[src/rtl/payload_byte_serializer_if.sv]
// Byte-wide AXI-Stream-style link from the payload serializer into the UDP packetizer.
interface payload_byte_serializer_if;
  logic [7:0] m_tdata;
  logic       m_tvalid;
  logic       m_tready;
  logic       m_tlast;

  modport master (
    output m_tdata,
    output m_tvalid,
    output m_tlast,
    input  m_tready
  );

  modport slave (
    input  m_tdata,
    input  m_tvalid,
    input  m_tlast,
    output m_tready
  );
endinterface

[src/rtl/payload_byte_serializer.sv]
// Pops one frame from pre_data_buffer and streams it MSB-first as bytes, tlast on the final byte.
// Optional macro PAYLOAD_SEQ_HEADER_EN prepends a 2-byte frame_count header to every frame.
module payload_byte_serializer #(
  parameter int N           = 8,
  parameter int data_points = 5
) (
  input  logic                          eth_clk,
  input  logic                          sclr_n,
  input  logic [data_points*(N+1)-1:0]  data_in,
  input  logic                          empty,
  input  logic                          rvalid,
  output logic                          rready,
  payload_byte_serializer_if.master     m,
  output logic                          busy,
  output logic [15:0]                   frame_count
);

  localparam int BPW  = (N + 8) / 8;
  localparam int WW   = N + 1;
  localparam int FW   = data_points * WW;
  localparam int NB   = data_points * BPW;
  localparam int LAST = NB - 1;
  localparam int IW   = (NB > 1) ? $clog2(NB) : 1;

`ifdef PAYLOAD_SEQ_HEADER_EN
  typedef enum logic [2:0] {
    S_IDLE,
    S_REQ,
    S_WAIT,
    S_HDR,
    S_SEND
  } state_t;
`else
  typedef enum logic [2:0] {
    S_IDLE,
    S_REQ,
    S_WAIT,
    S_SEND
  } state_t;
`endif

  state_t          r_state;
  logic            r_rready;
  logic [7:0]      r_tdata;
  logic            r_tvalid;
  logic            r_tlast;
  logic [15:0]     r_frame_count;
  logic [FW-1:0]   r_frame;
  logic [IW-1:0]   r_idx;
`ifdef PAYLOAD_SEQ_HEADER_EN
  logic            r_hidx;
`endif

  // In WAIT the frame register is not loaded yet, so byte 0 must come straight from data_in.
  logic [FW-1:0]   w_src;
  logic [BPW*8-1:0] w_word_ext [0:data_points-1];
  logic [7:0]      w_byte [0:NB-1];
  logic [IW-1:0]   w_idx_next;
  logic [7:0]      w_next_byte;

  assign w_src = (r_state == S_WAIT) ? data_in : r_frame;

  for (genvar gi = 0; gi < data_points; gi++) begin : g_word
    assign w_word_ext[gi] = (BPW*8)'(w_src[FW-1-gi*WW -: WW]);
    for (genvar gj = 0; gj < BPW; gj++) begin : g_byte
      assign w_byte[gi*BPW+gj] = w_word_ext[gi][(BPW-gj)*8-1 -: 8];
    end
  end

  assign w_idx_next  = r_idx + 1'b1;
  assign w_next_byte = (r_idx == IW'(LAST)) ? 8'h00 : w_byte[w_idx_next];

  always_ff @(posedge eth_clk or negedge sclr_n) begin
    if (!sclr_n) begin
      r_state       <= S_IDLE;
      r_rready      <= 1'b0;
      r_tdata       <= 8'h00;
      r_tvalid      <= 1'b0;
      r_tlast       <= 1'b0;
      r_frame_count <= 16'h0000;
      r_frame       <= '0;
      r_idx         <= '0;
`ifdef PAYLOAD_SEQ_HEADER_EN
      r_hidx        <= 1'b0;
`endif
    end else begin
      case (r_state)
        S_IDLE: begin
          if (!empty) begin
            r_state  <= S_REQ;
            r_rready <= 1'b1;
          end
        end
        S_REQ: begin
          r_rready <= 1'b0;
          r_state  <= S_WAIT;
        end
        S_WAIT: begin
          if (rvalid) begin
            r_frame  <= data_in;
            r_tvalid <= 1'b1;
`ifdef PAYLOAD_SEQ_HEADER_EN
            r_tdata  <= r_frame_count[15:8];
            r_tlast  <= 1'b0;
            r_hidx   <= 1'b0;
            r_state  <= S_HDR;
`else
            r_tdata  <= w_byte[0];
            r_tlast  <= (LAST == 0);
            r_idx    <= '0;
            r_state  <= S_SEND;
`endif
          end
        end
`ifdef PAYLOAD_SEQ_HEADER_EN
        S_HDR: begin
          if (m.m_tready) begin
            if (!r_hidx) begin
              r_tdata <= r_frame_count[7:0];
              r_hidx  <= 1'b1;
            end else begin
              r_tdata <= w_byte[0];
              r_tlast <= (LAST == 0);
              r_idx   <= '0;
              r_state <= S_SEND;
            end
          end
        end
`endif
        S_SEND: begin
          // tvalid is always high here, so tready alone marks a transfer.
          if (m.m_tready) begin
            if (r_tlast) begin
              r_frame_count <= r_frame_count + 16'h0001;
              r_tvalid      <= 1'b0;
              r_tlast       <= 1'b0;
              r_tdata       <= 8'h00;
              r_idx         <= '0;
              r_state       <= S_IDLE;
            end else begin
              r_idx   <= w_idx_next;
              r_tdata <= w_next_byte;
              r_tlast <= (w_idx_next == IW'(LAST));
            end
          end
        end
        default: begin
          r_state <= S_IDLE;
        end
      endcase
    end
  end

  assign rready      = r_rready;
  assign m.m_tdata   = r_tdata;
  assign m.m_tvalid  = r_tvalid;
  assign m.m_tlast   = r_tlast;
  assign busy        = (r_state != S_IDLE);
  assign frame_count = r_frame_count;

endmodule

[src/flat_wrapper.sv]
// flat-port wrapper written by rule: the top's interface ports become plain ports
module payload_byte_serializer_flat 
#(
  parameter int N           = 8,
  parameter int data_points = 5
)
  (eth_clk, sclr_n, data_in, empty, rvalid, rready, busy, frame_count, m_m_tdata, m_m_tvalid, m_m_tlast, m_m_tready);
  payload_byte_serializer_if m_i ();
  input  logic eth_clk;
  input  logic sclr_n;
  input  logic [data_points*(N+1)-1:0] data_in;
  input  logic empty;
  input  logic rvalid;
  output logic rready;
  output logic busy;
  output logic [15:0] frame_count;
  output wire logic [$bits(m_i.m_tdata)-1:0] m_m_tdata;
  output wire logic [$bits(m_i.m_tvalid)-1:0] m_m_tvalid;
  output wire logic [$bits(m_i.m_tlast)-1:0] m_m_tlast;
  input wire logic [$bits(m_i.m_tready)-1:0] m_m_tready;
  assign m_m_tdata = m_i.m_tdata;
  assign m_m_tvalid = m_i.m_tvalid;
  assign m_m_tlast = m_i.m_tlast;
  assign m_i.m_tready = m_m_tready;
  payload_byte_serializer #(.N(N), .data_points(data_points)) u_core (.eth_clk(eth_clk), .sclr_n(sclr_n), .data_in(data_in), .empty(empty), .rvalid(rvalid), .rready(rready), .m(m_i), .busy(busy), .frame_count(frame_count));
endmodule
[config.mk]
export PLATFORM = sky130hd
export DESIGN_NAME = payload_byte_serializer_flat
export DESIGN_NICKNAME = d
export VERILOG_FILES = /design/src/rtl/payload_byte_serializer_if.sv /design/src/rtl/payload_byte_serializer.sv /design/src/flat_wrapper.sv
export SDC_FILE = /design/constraint.sdc
export NUM_CORES = 1
export LEC_CHECK = 0
export ABC_AREA = 1
export BUFFER_PORTS_ARGS = -buffer_cell sky130_fd_sc_hd__buf_2
export CAP_MARGIN = 25
export CORE_MARGIN = 1.5
export CORE_UTILIZATION = 55
export DETAILED_ROUTE_END_ITERATION = 10
export GPL_TIMING_DRIVEN = 1
export PLACE_DENSITY = 0.84
export SYNTH_ARGS = -nofsm -noshare
export SYNTH_HDL_FRONTEND = slang
export SYNTH_SLANG_ARGS = --single-unit
[constraint.sdc]
create_clock -name eth_clk -period 2.2 [get_ports eth_clk]
set_input_delay 0.11 -clock eth_clk [delete_from_list [all_inputs] [get_ports eth_clk]]
set_output_delay 0.11 -clock eth_clk [all_outputs]
set_load 0.1 [all_outputs]
Word level (Yosys, flattened, before mapping). Cells that the tools add are included.

Logic and storage cells: 59. Input bits: 50. Bits in latches: 0. Bits in writable memories: 0. Memories: 0. Bits in read-only memories: 0. Flip-flop bits (word level): 79.

Order comparisons: 1. Muxes and demuxes: 28. Bitwise operators: 1. Shifts and indexed selects: 0. Reduce and logical (&&, ||, !) cells: 10. Equality and inequality tests: 9. $mul: 0. Div/mod/pow operators: 0. $add $sub $neg: 2.

Operators with widths (number): $mux W8 (6); $mux W45 (1); $bmux W8 S4 (1); $add A16 B1 Y16 const B (1); $pmux W8 S2 (1); $mux W3 (4); $mux W4 (3); $pmux W3 S4 (1); $eq A4 B4 Y1 const B (2); $pmux W4 S2 (1); $reduce_and A4 Y1 (2); $mux W1 (7); $eq A3 B2 Y1 const B (2); $ne A2 B2 Y1 const B (3); $pmux W1 S2 (3); $reduce_and A3 Y1 (2); $ge A5 B5 Y1 const B (1); $not A4 Y5 (1); $add A4 B1 Y4 const B (1); $reduce_and A2 Y1 (2); $reduce_bool A2 Y1 (2); $eq A3 B1 Y1 const B (1); $logic_not A3 Y1 (1); $reduce_bool A3 Y1 (1); $ne A2 B1 Y1 const B (1).

Longest topological paths before layout.
Depth in word-level cells: 9. Depth in mapped cells: 13. Depth with buffers taken out: 11.

Least setup slack after synthesis. OpenSTA, ideal clock, no wires.

Path kind: reg-to-reg. Start: register u_core.r_frame_count[0] (netlist: u_core.frame_count[0]). End: register u_core.r_frame_count[12] (netlist: u_core.frame_count[12]). Data required time: 2.074 ns. Slack: -0.051 ns. Arrival: 2.125 ns. Stages on the path, launching flop included: 10. Clock period less this slack: 2.251 ns. Library setup time: 0.126 ns. Buffers on the path: 0. Cell sequence: dfrtp_1 > ha_1 > inv_1 > nor2_4 > nand3_2 > or2_4 > nor2_4 > nand2_4 > o21ai_1 > nand2_1.

Cells in the longest elaborated chain, start to end: 1.

RTL lines: start, declared (RTL line payload_byte_serializer.sv:47) `logic [15:0] r_frame_count;`; start signal, assigned (RTL line payload_byte_serializer.sv:134) `r_frame_count <= r_frame_count + 16'h0001;`; $add A16 B1 Y16 (RTL line payload_byte_serializer.sv:134).

No other way between the ends. A chain may end at the register's enable or synchronous reset.

Worst setup path after layout.
Start: register u_core.r_idx[1]. End: register u_core.r_tdata[2] (netlist: u_core.m.m_tdata[2]).

Cells in the longest elaborated chain, start to end: 9.

RTL lines: start, declared (RTL line payload_byte_serializer.sv:49) `logic [IW-1:0] r_idx;`; start signal, assigned (RTL line payload_byte_serializer.sv:141) `r_idx <= w_idx_next;`; $add A4 B1 Y4 (RTL line payload_byte_serializer.sv:70) `assign w_idx_next = r_idx + 1'b1;`; $not A4 Y5 (not written as such) (RTL line payload_byte_serializer.sv:71) `assign w_next_byte = (r_idx == IW'(LAST)) ? 8'h00 : w_byte[w_idx_next];`; $bmux W8 S4 (RTL line payload_byte_serializer.sv:71); $mux W8 (not written as such) (2 in series) (RTL line payload_byte_serializer.sv:71); $mux W8 * (RTL line payload_byte_serializer.sv:71); $mux W8 * (RTL line payload_byte_serializer.sv:133) `if (r_tlast) begin`; $mux W8 * (RTL line payload_byte_serializer.sv:132) `if (m.m_tready) begin`; $pmux W8 S2 * (RTL line payload_byte_serializer.sv:87) `case (r_state)`; end signal, assigned (RTL line payload_byte_serializer.sv:108) `r_tdata <= w_byte[0];`; end signal, assigned (RTL line payload_byte_serializer.sv:142) `r_tdata <= w_next_byte;`; end, declared (RTL line payload_byte_serializer.sv:44) `logic [7:0] r_tdata;`.

Every way passes the cells marked *; elsewhere a longest branch is shown, timed or not. The select of a mux whose other input is x is not followed.

==> key figures <==
Timing
  • Final period util: 91.3%
  • Worst slew margin relative to its limit: 64.5%
  • Finish-stage setup viols: 0
  • RSZ-0062 raised after global routing: false
  • Worst clock skew on the final layout: 9.21 ps
  • Achievable Freq: 498 MHz
  • Tightest Pin Transition: between 500 and 600 ps
  • Setup total negative slack: 0 ps
  • Slew Limit Fails: 0
  • Minimum period implied by the final worst setup slack: 2010 ps
  • Number of hold violations in the final report: 0

Yosys
  • Top-area cell type share of the netlist area: 46.9%
  • Number of enable-type register cells in the synthesized netlist: 0
  • Number of instances in the synthesized netlist: 512
  • Synth cell count leaders: nand2_1, o21ai_0, dfrtp_1
  • Net count after synthesis: 571
  • Number of different library cells in the post-synthesis netlist: 29
  • Async set-reset flop share out of synthesis: 100%
  • Dominant synthesized flop cell: dfrtp_1
  • Synth area leader: dfrtp_1
  • Most common cell in the netlist: nand2_1
  • Synth warn: 0
  • Summed instance area of the synthesized netlist: between 4000 and 5000 um^2
  • Mean cell area of the mapped netlist: 8.12 um^2
  • Sequential-to-total area share from yosys stat: 46.9%
  • Cells taking the most area after synthesis: dfrtp_1, nand2_1, o21ai_0
  • Number of storage elements in the synthesis netlist: 78

Power
  • Pwr per Cell Area: between 1500 and 2000 nW/um^2
  • IR drop worst, VDD: about 0.0013 V
  • Post-route total power: 7.62 mW
  • Leak: 2.67 nW

Setup path
  • R2R cell count: 11
  • CP Capture Type: flop
  • Slowest cell on the critical path: ha_1
  • Slowest cell delay on critical path: 510 ps
  • Largest fanout on the critical path: 11
  • Class of the most critical setup path: flop to flop
  • Data required time of the critical path: 2500 ps
  • Most Frequent Cell on Critical Path: nand2_1
  • WP data arrival: 2300 ps
  • Worst setup SP type: flop
  • Cell Chain, Critical Path: inv_1 > ha_1 > buf_4 > o21ai_0 > o21ai_0 > nand2_1 > nand2_1 > nand2_1 > nand2_1 > nand2_1 > nand2_1
  • Total number of cells along the worst setup path: 11
  • Crit-path leading delay family: adder cells
  • Sum of buffers and inverters on the critical path: 2

Die
  • Overall die height: 89.9 um
  • Core footprint: between 7000 and 8000 um^2
  • Chip Width: 89.9 um
  • Starting Density: 57.0%
  • Site row count: 31
  • Number of primary I/O pins: 78
  • DIE AREA: 8090 um^2

Global route
  • Via count of the first global-routing pass: 3766
  • Pin count of the biggest net entering global routing: 57
  • Grt total ovfl: 0
  • First-pass GRT wire length: 17100 um
  • Combined global-route utilization of all metal layers: between 20% and 30%
  • Antenna violations before repair: 0

Worst hold path
  • Hold WC Path Type: input port to flop
  • Number of stages on the worst hold path: 2

Routing
  • Drt initial violations: roughly 240
  • Routed wire length: 9950 um
  • Drt wl/cell: 14.2 um
  • Post-route DRC: 0
  • ANT nets after route: 0
  • Via count: 3783
  • Per-cell via count in the routed design: approximately 5.4
  • 1st-pass router iterations: 4

Place
  • Weighted congestion reported at the end of routability-driven placement: 0.822
  • Cell Count Post-Placement: a little under 700
  • I/O Buffers: 77
  • Dpl cell area: around 4700 um^2
  • Half-perimeter wire length after placement: 6870 um

CTS
  • Post-CTS Repair Setup Buffers: 0
  • Clock latency on the worst-skew pair: between 300 and 400 ps
  • Resized Gates After CTS: 0
  • Clock tree from TritonCTS: done
  • Clock Root Buffer: clkbuf_8
  • Clock buffer depth: 2
  • Clock buffer count from CTS: 9
  • Maximum level of the CTS H-tree: 3
  • Clock-pin slew on the worst setup and hold paths: 80 ps
  • Clock net sink count: a little under 80

Cells and area
  • Area Overhead vs Synth: 21.4%
  • Final core utilization: 69.2%
  • N_diodes: 0
  • Final non-filler cell area: 5050 um^2
  • Post-layout nets: roughly 660
  • Finished Layout Cells: 702
  • Fraction of layout cells with a size suffix above 1: around a quarter

Status
  • Status: complete, no violations

Run
  • Max-cap violations: 0
==> report_power, final <==
part           total [mW]  internal (mW)  switching, mW
Clock                1.44          0.874          0.563
Combinational        3.90           1.25           2.65
Sequential           2.28           1.98          0.308
Total                7.62           4.10           3.52
==> worst paths after layout <==
check,start,end,slack (ps)
setup / recovery,u_core.r_idx[1],u_core.m.m_tdata[2],190
hold / removal,data_in[11],u_core.r_frame[11],3
setup reg to reg,u_core.r_idx[1],u_core.m.m_tdata[2],190
hold reg to reg,u_core.m.m_tdata[1],u_core.m.m_tdata[1],500
max in group asynchronous,sclr_n,u_core.r_frame[5],1220
min in group asynchronous,sclr_n,u_core.r_frame[40],270
==> kinds of logic (layout without fill, tap and decap cells) <==
logic type                 count (synthesis)  after routing  synth area share, %
and+or+nand+nor                          209            209                 21.0
AOI/OAI and AO/OA                        103            103                 12.5
DFF                                       78             78                 46.9
buffers and inverters                     74            165                 7.07
muxes                                     23             23                 6.23
xor gates and xnor gates                  16             16                 3.55
adders and majority gates                  9              9                 2.71
==> layer usage <==
metal  part of all wire, %  track usage (%)  vias up
met5                     0                0        -
met4                   2.3             11.6        0
met3                   5.2             3.47       22
met2                    50             44.6      127
met1                    43             33.1     1817
li1                      -                -     1817
==> stage by stage <==
| step | setup WS, ps | hold WS, ps |
|---|---|---|
| after CTS | 220 | 0.664 |
| after global placement | 343 | 124 |
| after detailed placement | 270 | 124 |
| after global routing | 24.6 | 1.35 |
| final | 192 | 3.18 |
| after floorplan | 114 | -186 |
==> layout by cell type, fill, tap and decap left out <==
cell           instances
nor2_2                 2
a31oi_1                1
dlygate4sd3_1          6
nor3_2                 1
o21ai_1                2
nand3_1               20
ha_1                   9
bufinv_16              4
buf_4                 12
dfrtp_1               75
dfrtp_2                3
inv_1                 52
xnor2_1                6
xor2_1                 9
clkinvlp_4             1
nand2_2                2
inv_6                  1
nor3_1                 1
nand2_1              144
nand3_2                2
xor2_2                 1
buf_2                 76
nor2_4                 2
mux2_2                23
clkbuf_8               9
or2_4                  1
nand2_4                1
nor2_1                30
buf_12                 3
a21oi_1               18
o21ai_0               79
clkinv_4               1
o22ai_1                3
or2_2                  1
nand4_1                2
==> state kept, by name, summed over array words and instances, names as in the netlist <==
signal	cells
u_core.r_state	2
u_core.r_idx	4
u_core.frame_count	16
u_core.m.m_tdata	8
u_core.r_frame	45
u_core.rready	1
u_core.m.m_tvalid	1
u_core.m.m_tlast	1
==> timing repair <==
action	4_1_cts	5_1_grt
endpoints found under the hold margin	44	0
endpoints found under the setup margin	0	0
hold buffers	6	0
==> layout make-up <==
type	instances	area, um^2
Clock buffer	9	124
Clock inverter	7	145
Multi-Input combinational cell	360	1910
Sequential cell	78	1960
Timing Repair Buffer	97	591
Fill cell	590	2240
Inverter	52	195
Tap cell	99	124
(Power assumes the default switching activity.)
